### config.mk
export PLATFORM = sky130hd
export DESIGN_NAME = seg_scan_ctrl
export DESIGN_NICKNAME = d
export VERILOG_FILES = /design/src/rtl/seg_scan_ctrl.sv
export SDC_FILE = /design/constraint.sdc
export NUM_CORES = 1
export LEC_CHECK = 0
export CORE_MARGIN = 2
export CORE_UTILIZATION = 55
export DETAILED_ROUTE_END_ITERATION = 10
export PLACE_DENSITY = 0.92
export SLEW_MARGIN = 15
export SYNTH_ARGS = -nofsm -noshare
export SYNTH_HDL_FRONTEND = slang
export SYNTH_SLANG_ARGS = --single-unit
export TNS_END_PERCENT = 5
### constraint.sdc
create_clock -name clk -period 3.4 [get_ports clk]
set_input_delay 0.51 -clock clk [delete_from_list [all_inputs] [get_ports clk]]
set_output_delay 0.51 -clock clk [all_outputs]
set_load 0.05 [all_outputs]
### src/rtl/seg_scan_ctrl.sv
// Multiplexed 7-segment scan controller sharing one hex decoder across all digits.
// Double-buffered digit data is swapped into the active set only at frame boundaries.
module seg_scan_ctrl #(
    parameter int unsigned NUM_DIGITS = 4,
    parameter int unsigned SCAN_DIV   = 50000,
    parameter int unsigned BLANK_CYC  = 500
) (
    input  logic                      clk,
    input  logic                      rst_n,
    input  logic                      upd,
    input  logic [4*NUM_DIGITS-1:0]   value_in,
    input  logic [NUM_DIGITS-1:0]     dp_in,
    input  logic [NUM_DIGITS-1:0]     en_in,
    output logic [3:0]                dec_in,
    input  logic [7:0]                dec_out,
    output logic [7:0]                seg_out,
    output logic [NUM_DIGITS-1:0]     digit_sel,
    output logic                      frame_done,
    output logic                      upd_ack
);

    localparam int unsigned CNT_W = (SCAN_DIV > 1) ? $clog2(SCAN_DIV) : 1;
    localparam int unsigned IDX_W = (NUM_DIGITS > 1) ? $clog2(NUM_DIGITS) : 1;
    localparam int unsigned VAL_W = 4 * NUM_DIGITS;

    logic [CNT_W-1:0]      slot_cnt_q, slot_cnt_d;
    logic [IDX_W-1:0]      idx_q, idx_d;
    logic                  pending_q, pending_d;
    logic [VAL_W-1:0]      shadow_value_q, shadow_value_d;
    logic [NUM_DIGITS-1:0] shadow_dp_q, shadow_dp_d;
    logic [NUM_DIGITS-1:0] shadow_en_q, shadow_en_d;
    logic [VAL_W-1:0]      active_value_q, active_value_d;
    logic [NUM_DIGITS-1:0] active_dp_q, active_dp_d;
    logic [NUM_DIGITS-1:0] active_en_q, active_en_d;
    logic [7:0]            seg_out_q, seg_out_d;
    logic [NUM_DIGITS-1:0] digit_sel_q, digit_sel_d;
    logic                  frame_done_q, frame_done_d;
    logic                  upd_ack_q, upd_ack_d;

    logic                  slot_wrap_c;
    logic                  last_digit_c;
    logic                  boundary_c;
    logic                  drive_c;
    logic                  sel_en_c;
    logic                  sel_dp_c;

    // Only the seven segment bits of the shared decoder are used.
    logic unused_dec_msb;
    assign unused_dec_msb = dec_out[7];

    // Decoder input follows the current digit for the whole slot so it settles during BLANK.
    always_comb begin
        dec_in = 4'h0;
        for (int k = 0; k < int'(NUM_DIGITS); k++) begin
            if (idx_q == IDX_W'(k)) begin
                dec_in = active_value_q[4*k +: 4];
            end
        end
    end

    // Next-state: scan counters, double buffer and registered display outputs.
    always_comb begin
        slot_cnt_d     = slot_cnt_q;
        idx_d          = idx_q;
        pending_d      = pending_q;
        shadow_value_d = shadow_value_q;
        shadow_dp_d    = shadow_dp_q;
        shadow_en_d    = shadow_en_q;
        active_value_d = active_value_q;
        active_dp_d    = active_dp_q;
        active_en_d    = active_en_q;
        seg_out_d      = 8'h00;
        digit_sel_d    = '0;
        frame_done_d   = 1'b0;
        upd_ack_d      = 1'b0;
        sel_en_c       = 1'b0;
        sel_dp_c       = 1'b0;

        slot_wrap_c  = (slot_cnt_q == CNT_W'(SCAN_DIV - 1));
        last_digit_c = (idx_q == IDX_W'(NUM_DIGITS - 1));
        boundary_c   = slot_wrap_c && last_digit_c;

        if (slot_wrap_c) begin
            slot_cnt_d = '0;
            idx_d      = last_digit_c ? '0 : idx_q + IDX_W'(1);
        end else begin
            slot_cnt_d = slot_cnt_q + CNT_W'(1);
        end

        // Old shadow moves to active before a same-cycle upd overwrites the shadow.
        if (boundary_c && pending_q) begin
            active_value_d = shadow_value_q;
            active_dp_d    = shadow_dp_q;
            active_en_d    = shadow_en_q;
        end
        if (upd) begin
            shadow_value_d = value_in;
            shadow_dp_d    = dp_in;
            shadow_en_d    = en_in;
        end
        pending_d    = upd | (pending_q & ~boundary_c);
        frame_done_d = boundary_c;
        upd_ack_d    = boundary_c & pending_q;

        // DRIVE implies no slot change this edge, so dec_out already matches idx_d.
        for (int k = 0; k < int'(NUM_DIGITS); k++) begin
            if (idx_d == IDX_W'(k)) begin
                sel_en_c = active_en_q[k];
                sel_dp_c = active_dp_q[k];
            end
        end
        drive_c = (slot_cnt_d >= CNT_W'(BLANK_CYC));
        if (drive_c && sel_en_c) begin
            digit_sel_d = NUM_DIGITS'(1) << idx_d;
            seg_out_d   = {sel_dp_c, dec_out[6:0]};
        end
    end

    always_ff @(posedge clk) begin
        if (!rst_n) begin
            slot_cnt_q     <= '0;
            idx_q          <= '0;
            pending_q      <= 1'b0;
            shadow_value_q <= '0;
            shadow_dp_q    <= '0;
            shadow_en_q    <= '0;
            active_value_q <= '0;
            active_dp_q    <= '0;
            active_en_q    <= '0;
            seg_out_q      <= 8'h00;
            digit_sel_q    <= '0;
            frame_done_q   <= 1'b0;
            upd_ack_q      <= 1'b0;
        end else begin
            slot_cnt_q     <= slot_cnt_d;
            idx_q          <= idx_d;
            pending_q      <= pending_d;
            shadow_value_q <= shadow_value_d;
            shadow_dp_q    <= shadow_dp_d;
            shadow_en_q    <= shadow_en_d;
            active_value_q <= active_value_d;
            active_dp_q    <= active_dp_d;
            active_en_q    <= active_en_d;
            seg_out_q      <= seg_out_d;
            digit_sel_q    <= digit_sel_d;
            frame_done_q   <= frame_done_d;
            upd_ack_q      <= upd_ack_d;
        end
    end

    assign seg_out    = seg_out_q;
    assign digit_sel  = digit_sel_q;
    assign frame_done = frame_done_q;
    assign upd_ack    = upd_ack_q;

endmodule

# Word level (Yosys, flattened, before mapping)
# Index checks and enable logic that the tools add are counted.
dict set report totals {
  register_bits 81
  word_cells 49
  in_bits 35
}
dict set report op_classes {
  mux 15
  shift 1
  n_addsub 2
  magnitude_cmp 1
  bitwise 4
  n_eq_ne 7
  reduce_logical 6
}
# cell count
set ops {}
lappend ops {{$add 16x1->16 const B} 1}
lappend ops {{$eq 16x16->1 const B} 1}
lappend ops {{$ge 16x9->1 const B} 1}
lappend ops {{$mux 16} 1}
lappend ops {{$mux 4} 4}
lappend ops {{$eq 2x2->1 const B} 4}
lappend ops {{$mux 1} 8}
lappend ops {{$eq 2x1->1 const B} 2}
lappend ops {{$logic_not 2->1} 2}
lappend ops {{$mux 2} 2}
lappend ops {{$shl 1x2->4 const A} 1}
lappend ops {{$logic_and 1x1->1} 3}
lappend ops {{$add 2x1->2 const B} 1}
lappend ops {{$and 1x1->1} 2}
lappend ops {{$reduce_and 2->1} 1}
lappend ops {{$not 1->1} 1}
lappend ops {{$or 1x1->1} 1}

# Logic depth before layout (Yosys ltp)
dict set report depth {
  word_depth 10
  ltp_mapped 9
  ltp_nobuf 8
}

# Worst setup path before layout
# Ideal clock, no wire load.
dict set report synth_timing {
  kind {register -> output}
  start {reg idx_q[1]}
  end {out dec_in[0]}
  path_stages_with_launch 9
  slack_ns 0.698
  required_ns 2.890
  arrival_time_ns 2.192
  cell_sequence {dfxtp_1 > inv_1 > ha_1 > clkbuf_1 > nor2_1 > a21oi_1 > nor2_1 > a21oi_1 > o21ai_0}
}
dict set report synth_between {
  elab_chain_cells 5
  elab_cells_between_ends 8
  classes_between {3 x eq/ne; 4 x mux; 1 x reduce/logical}
}
# item line
set synth_lines {}
lappend synth_lines {{start: declaration} 27} ;# logic [IDX_W-1:0] idx_q, idx_d;
lappend synth_lines {{start signal: assignment} 136} ;# idx_q <= idx_d;
lappend synth_lines {{$logic_not 2->1} 55} ;# if (idx_q == IDX_W'(k)) begin
lappend synth_lines {{$mux 4 (3 in series)} 55}
lappend synth_lines {{$mux 4 (*)} 55}
lappend synth_lines {{end: declaration} 14} ;# output logic [3:0] dec_in,
# Mark *: on every way between the ends. The rest lies on a longest branch, timed or not.

# Worst setup path after layout
dict set report layout_timing {
  start {reg idx_q[1]}
  end {out dec_in[2]}
}
# The elaborated chain is that of the path after synthesis.

==> results.yml <==
final_layout:
  stdcell_area_um2: 4090
  synthToLayoutAreaGrowth_pct: 20.8
  nets: 467
  utilization_pct: 69.1
  drive_above_1_share_pct: 6.03
  fill_cells: 438
  antenna_cells: 0
  final_cells: 506
routing:
  avgViaCountPerCell: 5.41
  met1Wirelength_um: 2890
  met2_length_um: 3550
  drc: 0
  wl_per_cell_um: 13.7
  ant_nets: 0
  met3_length_um: 354
  drtPass1Iterations: 4
  wl_um: 6940
  via_count: 2736
  dr.first_iter.drc_count: 139
  routed.top_layer: "met4"
clocking:
  clock_latency_ns: 0.36
  cts.sinks: 81
  clock-root-buffer: "clkbuf_8"
  hold_buffers: 0
  clockBufferDepth: 2
  post_cts.repair.setup_buffers: 0
  cts_resized: 0
  cts_tree: "yes"
  cts_made_buffers: 9
  clkSlewWorstSetupHoldPaths_ns: 0.07
  htreeDepth: 3
sta:
  finalHoldViolCount: 0
  max_freq_mhz: 321
  worst_pin_slew_ns: 0.890
  post-route-min-period_ns: 3.12
  setup_viol: 0
  slew_headroom_pct: 40.5
  grt_setup_unrepaired: "false"
  drv_slew: 0
  setup_tns_ns: 0
  finalCritPeriodShare_pct: 91.7
  clock_skew_ns: 0.00778
floorplanning:
  row_count: 28
  die_area_um2: 6800
  start_util_pct: 57.2
  core-area_um2: 5920
  ioPinCount: 53
  die_width_um: 82.5
  fp.dieH_um: 82.5
flow_run:
  maxCapViolCount: 0
critical_path:
  path_cells: "inv_1, ha_1, nor2_1, a21oi_1, nor2_1, a21oi_1, o21ai_0, clkdlybuf4s50_1"
  cp_num_buf_inv: 2
  startpoint_type: "register"
  crit_path_top_delay_cell: "clkdlybuf4s50_1"
  cp.required_ns: 2.89
  critPathKind: "register to primary output"
  crit_family: "buffers and inverters"
  cp.arrival_ns: 2.61
  cp-end-kind: "primary output"
  worst-path-max-fanout: 8
  crit_path_max_incr_delay_ns: 0.85
place:
  dp_hpwl_um: 4630
  gp_congestion: 0.892
  placed_area_um2: 3910
  numPortBuffers: 51
  dp.cells: 491
grt:
  overflow: 0
  antenna_found_initial: 0
  grt_pass1_wl_um: 11500
  grt_pass1_vias: 2618
  grt_use_total_pct: 22.3
  grt_max_degree: 32
pwr:
  leakage_nw: 1.52
  p_per_area_nw_per_um2: 432
  ir_drop_mv: 0.393
logic_synthesis:
  syn_area_um2: 3390
  ys.flop_type: "dfxtp_1"
  synthCells: 386
  yosysSeqAreaShare_pct: 47.9
  syn_avg_cell_area_um2: 8.77
  synth_nets: 426
  yosys_warnings: 0
  synth_edf_count: 0
  yosysUniqueCellTypes: 45
  ys_ff_latch: 81
  async_flop_share_pct: 0
status:
  status: "finished, final reports clean"
worst_hold_path:
  hp-class: "register to register"
registers in the layout, indices dropped and copies added, names as in the netlist:
name / flops
shadow_dp_q: 4
pending_q: 1
digit_sel: 4
active_value_q: 16
slot_cnt_q: 16
active_dp_q: 4
shadow_en_q: 4
upd_ack: 1
shadow_value_q: 16
active_en_q: 4
frame_done: 1
seg_out: 8
idx_q: 2
cells in the final DEF (no fill, tap or decap), types with 6 or more instances in the layout:
cell type,synthesis,routed
nand3_1,9,9
nor3_1,9,9
xnor2_1,11,11
dfxtp_1,81,81
nor3b_1,9,9
mux2i_1,28,28
nor2_1,57,57
nand2_1,67,67
clkdlybuf4s50_1,0,51
clkbuf_8,0,10
a21oi_1,36,36
o21ai_0,6,6
final timing paths:
path / from / cells after the start / end / slack, ns
setup / recovery: idx_q[1]$_SDFF_PN0_ / 8 / dec_in[2] / 0.28
hold / removal: active_value_q[6]$_SDFFE_PN0P_ / 2 / active_value_q[6]$_SDFFE_PN0P_ / 0.46
setup reg to reg: slot_cnt_q[0]$_SDFF_PN0_ / 7 / digit_sel[1]$_SDFF_PP0_ / 0.67
hold reg to reg: active_value_q[6]$_SDFFE_PN0P_ / 2 / active_value_q[6]$_SDFFE_PN0P_ / 0.46
worst register-to-register path, cell delays in order, from the launching register on:
cell	delay (ns)
dfxtp_1	0.39
ha_1	0.31
nand2_1	0.17
or4_4	0.57
or3_1	0.38
o2bb2ai_1	0.18
o31ai_4	0.47
nor3b_1	0.13
power breakdown:
group          leakage (nW)  internal [mW]  switching, mW  total [mW]
sequential            0.658          0.969         0.0142       0.983
clock                0.0937          0.358          0.331       0.689
combinational         0.767         0.0565         0.0396      0.0960
synth_stat cells, types with 2 or more instances:
cell	n	area (µm²)
nor3b_1	9	67.6
mux2i_1	28	280
nor3_1	9	45.0
clkbuf_1	18	67.6
nand4_1	2	12.5
nand2b_1	2	12.5
and3_1	5	31.3
nor2_1	57	214
xor2_1	5	43.8
buf_2	2	10.0
nand2_1	67	251
and4bb_2	2	25.0
ha_1	5	62.6
nand3_1	9	45.0
and2_1	2	12.5
xnor2_1	11	96.3
inv_1	5	18.8
a21oi_1	36	180
o21ai_0	6	30.0
dfxtp_1	81	1620
per-layer routing:
metal | vias to the layer above | GRT usage, %
li1 | 1372 | -
met1 | 1273 | 26.0
met2 | 78 | 38.3
met3 | 13 | 5.76
met4 | 0 | 10.0
met5 | - | 0
final cells by class:
cell class / instances / area [µm²] / share of cell area [%]
clock buffers: 13 / 149 / 3.64
clock inverters: 2 / 38.8 / 0.948
inverters: 6 / 22.5 / 0.550
multi-input cells: 276 / 1640 / 40.1
flip-flops and latches: 81 / 1620 / 39.6
well taps: 75 / 93.8 / 2.29
repair buffers: 53 / 526 / 12.8
through the flow:
stage	hold slack (ns)	worst slack (ns)	power [mW]
floorplan	0.431	0.698	1.05
global placement	0.438	0.708	1.10
detailed placement	0.449	0.684	1.10
CTS	0.457	0.274	1.78
global route	0.480	0.0872	1.82
finish	0.457	0.281	1.77
cells by family (layout without fill, tap and decap cells):
kind of cell	after synthesis	after routing	share of synthesized area (%)
simple gates	173	173	24.0
mux	30	30	9.27
fa+ha+maj	5	5	1.85
buf+inv	29	74	3.66
flops	81	81	47.9
compound gates	52	52	9.20
xor+xnor	16	16	4.14
Power figures use the tool's default switching activity.
